File: src/rtl/bus_arbiter.sv
// Four-way round-robin bus arbiter with a one-cycle turnaround between owners.
// Define BUS_ARBITER_TIMEOUT_EN to bound every grant to TIMEOUT cycles.
module bus_arbiter #(
   parameter int NREQ    = 4,
   parameter int WIDTH   = 8,
   parameter int TIMEOUT = 16
) (
   input  logic                  clk,
   input  logic                  rstb,
   input  logic [NREQ-1:0]       req,
   input  logic [NREQ-1:0]       done,
   input  logic [NREQ*WIDTH-1:0] wdata,
   output logic [NREQ-1:0]       gnt,
   output logic [1:0]            gnt_id,
   output logic                  busy,
   output logic [WIDTH-1:0]      bus,
   output logic                  bus_oe,
   output logic                  timeout,
   output logic [1:0]            state_dbg
);

   // Handshake: a requester holds req high until it sees its gnt bit; it keeps
   // ownership while req stays high and ends it with a done pulse or by dropping req.
   typedef enum logic [1:0] {IDLE = 2'd0, GRANT = 2'd1, TURN = 2'd2} state_t;

   state_t     state;
   logic [1:0] ptr;
   logic       win_found;
   logic [1:0] win_id;
   logic [1:0] idx;
   logic       rel;
   logic       to_hit;

   always_comb begin
      win_found = 1'b0;
      win_id    = ptr;
      idx       = ptr;
      for (int k = 0; k < 4; k++) begin
         idx = ptr + 2'(k);
         if (!win_found && req[idx]) begin
            win_found = 1'b1;
            win_id    = idx;
         end
      end
   end

   assign rel = done[gnt_id] | ~req[gnt_id];

`ifdef BUS_ARBITER_TIMEOUT_EN
   logic [7:0] tcnt;
   // The counter reads 0 in the first GRANT cycle, so TIMEOUT-1 marks the last allowed one.
   assign to_hit = (tcnt == 8'(TIMEOUT - 1));
`else
   assign to_hit  = 1'b0;
   assign timeout = 1'b0;
`endif

   always_ff @(posedge clk or negedge rstb) begin
      if (!rstb) begin
         state  <= IDLE;
         gnt    <= '0;
         gnt_id <= '0;
         busy   <= 1'b0;
         ptr    <= '0;
`ifdef BUS_ARBITER_TIMEOUT_EN
         tcnt    <= '0;
         timeout <= 1'b0;
`endif
      end else begin
`ifdef BUS_ARBITER_TIMEOUT_EN
         timeout <= 1'b0;
`endif
         case (state)
            IDLE: begin
               if (win_found) begin
                  state       <= GRANT;
                  gnt         <= '0;
                  gnt[win_id] <= 1'b1;
                  gnt_id      <= win_id;
                  busy        <= 1'b1;
                  ptr         <= win_id + 2'd1;
`ifdef BUS_ARBITER_TIMEOUT_EN
                  tcnt        <= '0;
`endif
               end
            end
            GRANT: begin
`ifdef BUS_ARBITER_TIMEOUT_EN
               tcnt <= tcnt + 8'd1;
`endif
               if (rel || to_hit) begin
                  state <= TURN;
                  gnt   <= '0;
                  busy  <= 1'b0;
`ifdef BUS_ARBITER_TIMEOUT_EN
                  timeout <= !rel;
`endif
               end
            end
            TURN:    state <= IDLE;
            default: state <= IDLE;
         endcase
      end
   end

   assign bus       = busy ? wdata[gnt_id*WIDTH +: WIDTH] : '0;
   assign bus_oe    = busy;
   assign state_dbg = state;

endmodule

File: config.mk
export PLATFORM = sky130hd
export DESIGN_NAME = bus_arbiter
export DESIGN_NICKNAME = d
export VERILOG_FILES = /design/src/rtl/bus_arbiter.sv
export SDC_FILE = /design/constraint.sdc
export NUM_CORES = 1
export LEC_CHECK = 0
export ABC_AREA = 1
export CAP_MARGIN = 20
export CORE_MARGIN = 8
export CORE_UTILIZATION = 39
export DETAILED_ROUTE_END_ITERATION = 12
export MAX_ROUTING_LAYER = met4
export PLACE_DENSITY = 0.8
export SLEW_MARGIN = 15
export SYNTH_ARGS = -nofsm -noshare
export SYNTH_HDL_FRONTEND = slang
export SYNTH_SLANG_ARGS = --single-unit
File: constraint.sdc
create_clock -name clk -period 2 [get_ports clk]
set_input_delay 0.2 -clock clk [delete_from_list [all_inputs] [get_ports clk]]
set_output_delay 0.2 -clock clk [all_outputs]
set_load 0.03 [all_outputs]
==> results of run 1 <==
Yosys cell counts (2+ instances only):
| cell | instances |
|---|---|
| nand3_1 | 10 |
| ha_1 | 4 |
| nor2_1 | 35 |
| o21ai_2 | 2 |
| inv_2 | 3 |
| nand2_2 | 6 |
| nand2_4 | 2 |
| clkbuf_1 | 2 |
| o21ai_0 | 17 |
| clkinv_1 | 2 |
| o221ai_1 | 2 |
| a21oi_1 | 8 |
| o21ai_4 | 2 |
| dfrtp_1 | 11 |
| nand2_1 | 56 |
| inv_1 | 10 |
| buf_4 | 2 |
metal layers:
layer	vias up	wire length (um)	part of all wire	GRT usage
met1	628	1880	0.49	0.207
met2	40	1760	0.45	0.221
li1	729	-	-	-
met3	2	219	0.057	0.0229
met4	0	11	0.0028	0.0268
met5	-	0	0	-
state kept, by name, summed over array words and instances, names as in the netlist:
signal and cells:
gnt_id 2, ptr 2, bus_oe 1, gnt 4, state_dbg 2
final timing paths:
path                       startpoint     end  cells past startpoint
hold / removal                   rstb  gnt[3]                      1
min in group clk               gnt[0]  gnt[0]                      2
setup / recovery               ptr[1]  gnt[1]                     14
hold reg to reg                gnt[0]  gnt[0]                      2
setup reg to reg               ptr[1]  gnt[1]                     14
max in group asynchronous        rstb  ptr[0]                      1
area by class of cell:
type | instances | share of cell area
Multi-Input combinational cell | 150 | 0.418
Sequential cell | 11 | 0.146
Inverter | 16 | 0.0357
Clock buffer | 3 | 0.0119
Tap cell | 31 | 0.0205
Clock inverter | 1 | 0.00264
Timing Repair Buffer | 74 | 0.365
cells by family (layout without fill, tap and decap cells):
| logic type | after synthesis | in the layout | share of synthesized area |
|---|---|---|---|
| compound gates | 33 | 33 | 0.182 |
| other cells | 1 | 1 | 0.00333 |
| flops | 11 | 11 | 0.245 |
| buf+inv | 23 | 94 | 0.0934 |
| fa+ha+maj | 4 | 4 | 0.0445 |
| simple gates | 112 | 112 | 0.432 |
timing repair:
action / CTS / global route
endpoints found under the setup margin: 0 / 5
buffers inserted: 0 / 3
resized for setup: 0 / 20
through the flow:
| stage | hold WS (ns) | power [mW] |
|---|---|---|
| floorplan | -0.0956 | 2.10 |
| global placement | 0.494 | 2.97 |
| detailed placement | 0.491 | 2.99 |
| CTS | 0.272 | 3.16 |
| global route | 0.292 | 3.64 |
| finish | 0.255 | 3.34 |
power by group through the flow:
| stage | logic [mW] | clock network [mW] | registers (mW) |
|---|---|---|---|
| 6_report | 2.77 | 0.157 | 0.407 |
| 2_1_floorplan | 1.57 | 0 | 0.531 |
| 4_1_cts | 2.61 | 0.159 | 0.396 |
| 3_3_place_gp | 2.57 | 0 | 0.397 |
| 5_1_grt | 3.05 | 0.173 | 0.422 |
| 3_5_place_dp | 2.59 | 0 | 0.399 |
==> impl_metrics.py, run 1 <==
metrics = {
    "timing": {
        "fin_skew_ns": 0.00256,
        "setup_viol": 0,
        "period_minus_slack_ns": 1.88,
        "min_period_over_period": 0.939,
        "worst_pin_slew_ns": 0.496,
        "final_hold_viol_count": 0,
        "layout_setup_ws_ns": 0.123,
        "setup_tns_ns": 0,
        "relSlewSlack": 0.668,
        "maxSlewViolCount": 0,
        "clock.fmax_mhz": 533,
    },
    "synth": {
        "yosysTopAreaCell": "dfrtp_1",
        "synthesis.instances": 184,
        "synth-seq-area-share": 0.245,
        "yosysUniqueCellTypes": 27,
        "synth_edf_count": 0,
        "synthArstFlopShare": 1.00,
        "yosys_warnings": 0,
        "synth_fp_nets": 230,
        "synth_ff_type": "dfrtp_1",
        "synth_top_area_share": 0.245,
        "avgSynthCellArea_um2": 6.11,
        "synth.cell_area_um2": 1120,
        "yosys-top-cells-area": "dfrtp_1 (24%), nand2_1 (19%), nor2_1 (12%)",
        "ys_seq_elements": 11,
    },
    "floorplan": {
        "dieHeight_um": 69.7,
        "core_area_um2": 2760,
        "rows": 19,
        "die_w_um": 69.7,
        "start_util": 0.408,
        "fp.dieArea_um2": 4860,
        "io-pin-count": 61,
    },
    "pwr": {
        "power-per-cell-area_nw_per_um2": 1760,
        "clkPwrFrac": 0.047,
        "switching_share": 0.547,
        "vdd_drop_max_v": 0.00109,
        "sequentialPowerShare": 0.122,
        "combPwrFrac": 0.831,
        "leakagePower_nw": 0.913,
        "p_sw_mw": 1.83,
        "p_int_mw": 1.51,
    },
    "clocking": {
        "clock_latency_ns": 0.27,
        "cts_inserted_buffers": 3,
        "clk_path_buf_depth": 2,
        "clk_pin_slew_ns": 0.08,
        "cts-root-buf": "clkbuf_4",
        "postCtsHoldBufs": 0,
        "clkSinkCount": 11,
        "tritoncts": "yes",
        "htreeDepth": 1,
    },
    "routing": {
        "vias": 1399,
        "viasPerCell": 4.89,
        "wl_per_cell_um": 13.5,
        "drc": 0,
        "drtAntennaViolNets": 0,
        "totalWireLength_um": 3870,
        "drt_iter0_drc": 101,
        "drtPass1Iterations": 4,
    },
    "worst_setup_path": {
        "crit_top_cell": "nand2_1",
        "critPathTopFamily": "simple AND/OR/NAND/NOR gates",
        "cpPeakStageDelay_ns": 0.43,
        "crit_buf_inv": 2,
        "cp.required_ns": 2.16,
        "crit_path_start_kind": "register",
        "critPathKind": "register to register",
        "r2r_setup_slack_ns": 0.12,
        "cpMaxStageDelayCell": "dfrtp_1",
        "arrival_ns": 2.04,
        "cp_cell_sequence": "inv_2 > nand2_2 > nand2_4 > nand2_1 > nand2_1 > nand3_2 > nand2_1 > nand2_1 > nand3_1 > nand2_1 > buf_4 > ha_1 > nand2_1 > nand2_1",
        "cp-end-kind": "register",
        "cp_max_fo": 6,
    },
    "finish": {
        "nNetsFinal": 302,
        "final_cell_mix": "clkdlybuf4s50_1 (51), nand2_1 (50), nor2_1 (34)",
        "final_common_cell": "clkdlybuf4s50_1",
        "fillers": 239,
        "stdcell_count": 286,
        "final_area_um2": 1890,
        "syn2layout_area_growth_pct": 68.3,
        "final_core_util": 0.686,
        "diodes": 0,
        "seqCellArea_um2": 277,
        "drive_gt1_frac": 0.231,
        "multi_input_area_um2": 792,
    },
    "place": {
        "place_ws_ns": -0.0851,
        "placed_area_um2": 1780,
        "dpl.hpwl_um": 2930,
        "dpl.cell_count": 279,
        "io_buffers": 59,
        "gp_congestion": 0.830,
    },
    "global_routing": {
        "grt_max_degree": 21,
        "grt_pass1_vias": 1208,
        "grt_antenna_before_repair": 0,
        "gr-total-overflow": 0,
        "gr-usage-all-layers": 0.148,
        "grt_pass1_wl_um": 6020,
    },
    "status": {
        "status": "complete, no violations",
    },
    "hold_path": {
        "hold_class": "primary input to asynchronous set/reset pin",
    },
    "run": {
        "maxCapViolations": 0,
    },
}
(Power assumes the default switching activity.)
==> inputs of run 2 (changes only) <==
Settings changed: CORE_ASPECT_RATIO set to 0.5.
==> run 2 against run 1 <==
Register-to-register slack worse by 0.03 ns. Clock skew hardly changed. Fmax is 1.4% lower. Clock power is 48% higher. Critical path depth stayed put. Sequential share of layout area hardly changed. Die area is 2.1% higher. Hold slack better by 0.033 ns. Combinational power is 4% lower. Critical path type unchanged. Largest cell class unchanged. Largest power group unchanged.
==> impl_metrics.py, run 2 (same netlist as run 1, synthesis figures left out) <==
metrics = {
    "place": {
        "io_buffers": 59,
        "place_ws_ns": -0.120,
        "gp_congestion": 0.845,
        "dpl.hpwl_um": 3110,
    },
    "worst_setup_path": {
        "endpoint": "ptr[1]",
        "cp-end-kind": "register",
        "cp.required_ns": 2.14,
        "r2r_setup_slack_ns": 0.1,
        "cp_max_fo": 4,
        "rr_worst_depth": 14,
        "arrival_ns": 2.04,
        "reg2reg_to": "ptr[1]",
        "worstReg2RegStart": "ptr[0]",
        "crit_path_start_kind": "register",
        "cp-startpoint": "ptr[0]",
        "critPathKind": "register to register",
    },
    "routing": {
        "totalWireLength_um": 3890,
        "drt_iter0_drc": 37,
        "drc": 0,
        "viasPerCell": 4.79,
        "drtAntennaViolNets": 0,
        "wl_per_cell_um": 13.3,
        "drtPass1Iterations": 5,
        "vias": 1403,
    },
    "clocking": {
        "clock_latency_ns": 0.25,
        "htreeDepth": 1,
        "tritoncts": "yes",
        "cts_inserted_buffers": 3,
        "clkSinkCount": 11,
        "clk_pin_slew_ns": 0.05,
        "cts-root-buf": "clkbuf_8",
        "postCtsHoldBufs": 0,
        "clk_path_buf_depth": 2,
    },
    "pwr": {
        "power-per-cell-area_nw_per_um2": 1740,
        "vdd_drop_max_v": 0.000978,
        "leakagePower_nw": 0.918,
    },
    "run": {
        "maxCapViolations": 0,
    },
    "finish": {
        "syn2layout_area_growth_pct": 69.3,
        "final_cell_mix": "nand2_1 (53), clkdlybuf4s50_1 (51), nor2_1 (34)",
        "final_common_cell": "nand2_1",
        "diodes": 0,
        "largest-register": "gnt",
        "fillers": 223,
        "nNetsFinal": 303,
        "final_core_util": 0.714,
        "largest_register_ffs": 4,
        "drive_gt1_frac": 0.215,
    },
    "global_routing": {
        "grt_max_degree": 21,
        "gr-total-overflow": 0,
        "grt_pass1_wl_um": 6220,
        "grt_antenna_before_repair": 0,
        "gr-usage-all-layers": 0.162,
        "grt_pass1_vias": 1275,
    },
    "timing": {
        "whs_ns": 0.288,
        "final_hold_viol_count": 0,
        "clock.fmax_mhz": 525,
        "period_minus_slack_ns": 1.90,
        "fin_skew_ns": 0.00211,
        "min_period_over_period": 0.952,
        "setup_viol": 0,
        "maxSlewViolCount": 0,
        "layout_setup_ws_ns": 0.0958,
    },
    "floorplan": {
        "dieHeight_um": 54.0,
        "fp.dieArea_um2": 4960,
        "die_w_um": 92.0,
        "rows": 13,
        "io-pin-count": 61,
        "start_util": 0.422,
        "core_area_um2": 2670,
    },
    "status": {
        "status": "complete, no violations",
    },
    "hold_path": {
        "hold_class": "primary input to asynchronous set/reset pin",
    },
}
[run 2: cell types whose count changed in the layout (fill, tap and decap cells not counted)]
cell and change:
dfrtp_2 +1, buf_4 +2, nand3_1 +3, nand3_2 -3, clkbuf_4 -3, inv_4 +1
clkbuf_8 +3, nand2_1 +3, dfrtp_1 -1, nand2_2 -3, buf_6 -1, inv_6 +1
inv_2 -1, clkinv_4 -1
[run 2: worst min path at each step]
stage	cells after the start	endpoint	startpoint
floorplan	0	bus_oe	rstb
global placement	2	gnt[2]	gnt[2]
detailed placement	2	gnt[0]	gnt[0]
CTS	1	state_dbg[1]	rstb
global route	1	gnt_id[1]	rstb
finish	1	gnt_id[0]	rstb
[run 2: area by class of cell]
type	instances	area [um2]	share of cell area
Clock buffer	3	41.3	0.0217
Clock inverter	1	5.00	0.00263
Inverter	16	70.1	0.0368
Multi-Input combinational cell	150	769	0.404
Sequential cell	11	278	0.146
Tap cell	37	46.3	0.0243
Timing Repair Buffer	75	694	0.365
[run 2: layer usage]
layer | up-vias | track usage | part of all wire
met5 | - | - | 0
met4 | 0 | 0.0712 | 0.017
met3 | 8 | 0.0208 | 0.040
met2 | 35 | 0.282 | 0.51
met1 | 631 | 0.188 | 0.44
li1 | 729 | - | -
[run 2: power by group]
group	switching [mW]	leakage, nW	internal (mW)
combinational	1.62	0.757	1.05
clock	0.0952	0.0255	0.138
sequential	0.0891	0.135	0.328
total	1.81	0.918	1.52
[run 2: timing repair]
item | CTS | global route
resized for setup | 0 | 14
buffers inserted | 0 | 1
endpoints found under the setup margin | 0 | 4
[run 2: critical path, stage by stage, from the launching register on]
cell and delay [ns]:
dfrtp_2 0.45, buf_4 0.17, nand2_1 0.08, nand2_2 0.08, nand2_2 0.09, nand2_4 0.06
nand3_1 0.10, nand2_1 0.06, nand2_1 0.05, nand3_1 0.09, nand2_1 0.11, inv_1 0.07
ha_1 0.28, nand2_1 0.08, o21ai_2 0.05
[run 2: metrics by stage]
stage | setup TNS, ns | area (um2) | power (mW) | cells
after global routing | -0.00587 | 1900 | 3.62 | 293
after detailed placement | -0.283 | 1810 | 2.99 | 288
after CTS | 0 | 1860 | 3.23 | 292
after global placement | -0.0362 | 1810 | 2.93 | 288
final | 0 | 1900 | 3.32 | 293
after floorplan | 0 | 1120 | 2.10 | 184
==> inputs of run 3 (changes only) <==
Settings changed: CORE_ASPECT_RATIO 0.5 to unset, CORE_UTILIZATION 39 to 55, DONT_BUFFER_PORTS set to 1, PLACE_DENSITY 0.8 to 0.7.
==> run 3 against run 2 <==
Clock skew increased by 0.0024 ns. Worst setup slack got worse by 0.0067 ns. Clock power decreased by 36%. Fmax is 0.35% lower. Critical path type unchanged. Critical endpoint unchanged.
==> impl_metrics.py, run 3 (same netlist as run 1, synthesis figures left out) <==
metrics = {
    "finish": {
        "fillers": 177,
        "largest-register": "gnt",
        "final_cell_mix": "nand2_1 (50), nor2_1 (34), o21ai_0 (17)",
        "final_common_cell": "nand2_1",
        "largest_register_ffs": 4,
        "stdcell_count": 226,
        "final_area_um2": 1330,
        "drive_gt1_frac": 0.261,
        "seqCellArea_um2": 277,
        "nNetsFinal": 246,
        "syn2layout_area_growth_pct": 18.6,
        "diodes": 0,
        "multi_input_area_um2": 787,
    },
    "global_routing": {
        "gr-usage-all-layers": 0.167,
        "grt_antenna_before_repair": 0,
        "grt_pass1_wl_um": 4730,
        "grt_max_degree": 21,
        "gr-total-overflow": 0,
        "grt_pass1_vias": 1031,
    },
    "routing": {
        "drc": 0,
        "totalWireLength_um": 3260,
        "vias": 1230,
        "drtAntennaViolNets": 0,
        "wl_per_cell_um": 14.4,
        "viasPerCell": 5.44,
        "drt_iter0_drc": 84,
        "drtPass1Iterations": 4,
    },
    "worst_setup_path": {
        "cp_max_fo": 8,
        "cp.required_ns": 2.16,
        "crit_buf_inv": 2,
        "cpPeakStageDelay_ns": 0.43,
        "cp_cell_sequence": "buf_6 > nand2_1 > nand3_1 > nand2_2 > nand3_2 > nand3_2 > nand3_2 > nand2_2 > inv_1 > ha_1 > nand2_1 > o21ai_2",
        "critPathKind": "register to register",
        "r2r_setup_slack_ns": 0.09,
        "arrival_ns": 2.07,
        "crit_top_cell": "nand3_2",
        "cp-end-kind": "register",
        "crit_path_start_kind": "register",
        "critPathTopFamily": "simple AND/OR/NAND/NOR gates",
        "cpMaxStageDelayCell": "dfrtp_1",
    },
    "timing": {
        "layout_setup_ws_ns": 0.0891,
        "fin_skew_ns": 0.00455,
        "final_hold_viol_count": 0,
        "setup_tns_ns": 0,
        "min_period_over_period": 0.955,
        "setup_viol": 0,
        "clock.fmax_mhz": 523,
        "maxSlewViolCount": 0,
        "period_minus_slack_ns": 1.91,
        "whs_ns": 0.232,
    },
    "pwr": {
        "switching_share": 0.589,
        "vdd_drop_max_v": 0.00132,
        "leakagePower_nw": 0.683,
        "sequentialPowerShare": 0.171,
        "p_int_mw": 1.21,
        "combPwrFrac": 0.778,
        "clkPwrFrac": 0.051,
        "power-per-cell-area_nw_per_um2": 2210,
        "p_sw_mw": 1.74,
    },
    "clocking": {
        "clock_latency_ns": 0.27,
        "htreeDepth": 1,
        "clkSinkCount": 11,
        "clk_pin_slew_ns": 0.07,
        "tritoncts": "yes",
        "cts_inserted_buffers": 3,
        "cts-root-buf": "clkbuf_4",
        "clk_path_buf_depth": 2,
    },
    "place": {
        "gp_congestion": 0.961,
        "io_buffers": 0,
        "place_ws_ns": -0.0224,
        "dpl.hpwl_um": 2600,
        "placed_area_um2": 1220,
        "dpl.cell_count": 218,
    },
    "floorplan": {
        "die_w_um": 61.2,
        "rows": 16,
        "core_area_um2": 1940,
        "fp.dieArea_um2": 3750,
        "start_util": 0.579,
        "dieHeight_um": 61.2,
        "io-pin-count": 61,
    },
    "status": {
        "status": "complete, no violations",
    },
    "hold_path": {
        "hold_class": "primary input to register",
    },
    "run": {
        "maxCapViolations": 0,
    },
}
==> run 3: cell count changes in the layout (fill, tap and decap cells not counted), sizes merged <==
cell,previous run,this run
buf,24,17
clkbuf,3,4
clkdlybuf4s50,51,0
clkinv,3,1
clkinvlp,0,1
dlygate4sd3,0,1
==> run 3: worst reg2reg max path, cell delays in order, from the launching register on <==
cell and delay [ns]:
dfrtp_1 0.43, buf_6 0.16, nand2_1 0.08, nand3_1 0.09, nand2_2 0.15, nand3_2 0.13
nand3_2 0.11, nand3_2 0.10, nand2_2 0.10, inv_1 0.06, ha_1 0.28, nand2_1 0.08
o21ai_2 0.05
==> run 3: area by class of cell <==
cell class              instances  share of cell area
inverters                      16              0.0516
repair buffers                 18               0.106
well taps                      27              0.0253
flip-flops and latches         11               0.207
multi-input cells             150               0.590
clock buffers                   4              0.0197
==> run 3: routing by layer <==
metal  global-route usage  share of wire  wire [um]
met1                0.181           0.37       1210
met4               0.0199         0.0040         13
met5                    -              0          0
met2                0.288           0.47       1540
met3               0.0668           0.15        496
==> run 3: repair_timing <==
action / in CTS / in global routing
pin swaps: 0 / 2
hold endpoints to repair: 11 / 0
resized for setup: 1 / 16
hold buffers: 1 / 0
setup buffers: 0 / 3
setup endpoints to repair: 1 / 8
==> run 3: worst paths after layout <==
path,from,endpoint,depth (start not counted)
worst max-delay path,ptr[0],ptr[1],12
worst min-delay path,done[0],state_dbg[0],3
worst max register to register,ptr[0],ptr[1],12
worst min register to register,ptr[0],ptr[0],2
max in group asynchronous,rstb,gnt_id[1],1
min in group asynchronous,rstb,state_dbg[0],1
==> run 3: power by group through the flow <==
stage / Combinational, mW / Sequential, mW / Clock [mW]
2_1_floorplan: 1.57 / 0.531 / 0
3_3_place_gp: 2.04 / 0.502 / 0
3_5_place_dp: 2.09 / 0.502 / 0
4_1_cts: 2.11 / 0.498 / 0.155
5_1_grt: 2.54 / 0.518 / 0.166
6_report: 2.30 / 0.506 / 0.150
==> run 3: metrics by stage <==
stage,util,power [mW]
2_1_floorplan,-,2.10
3_3_place_gp,0.629,2.55
3_5_place_dp,0.629,2.60
4_1_cts,0.649,2.77
5_1_grt,0.687,3.22
6_report,0.687,2.95
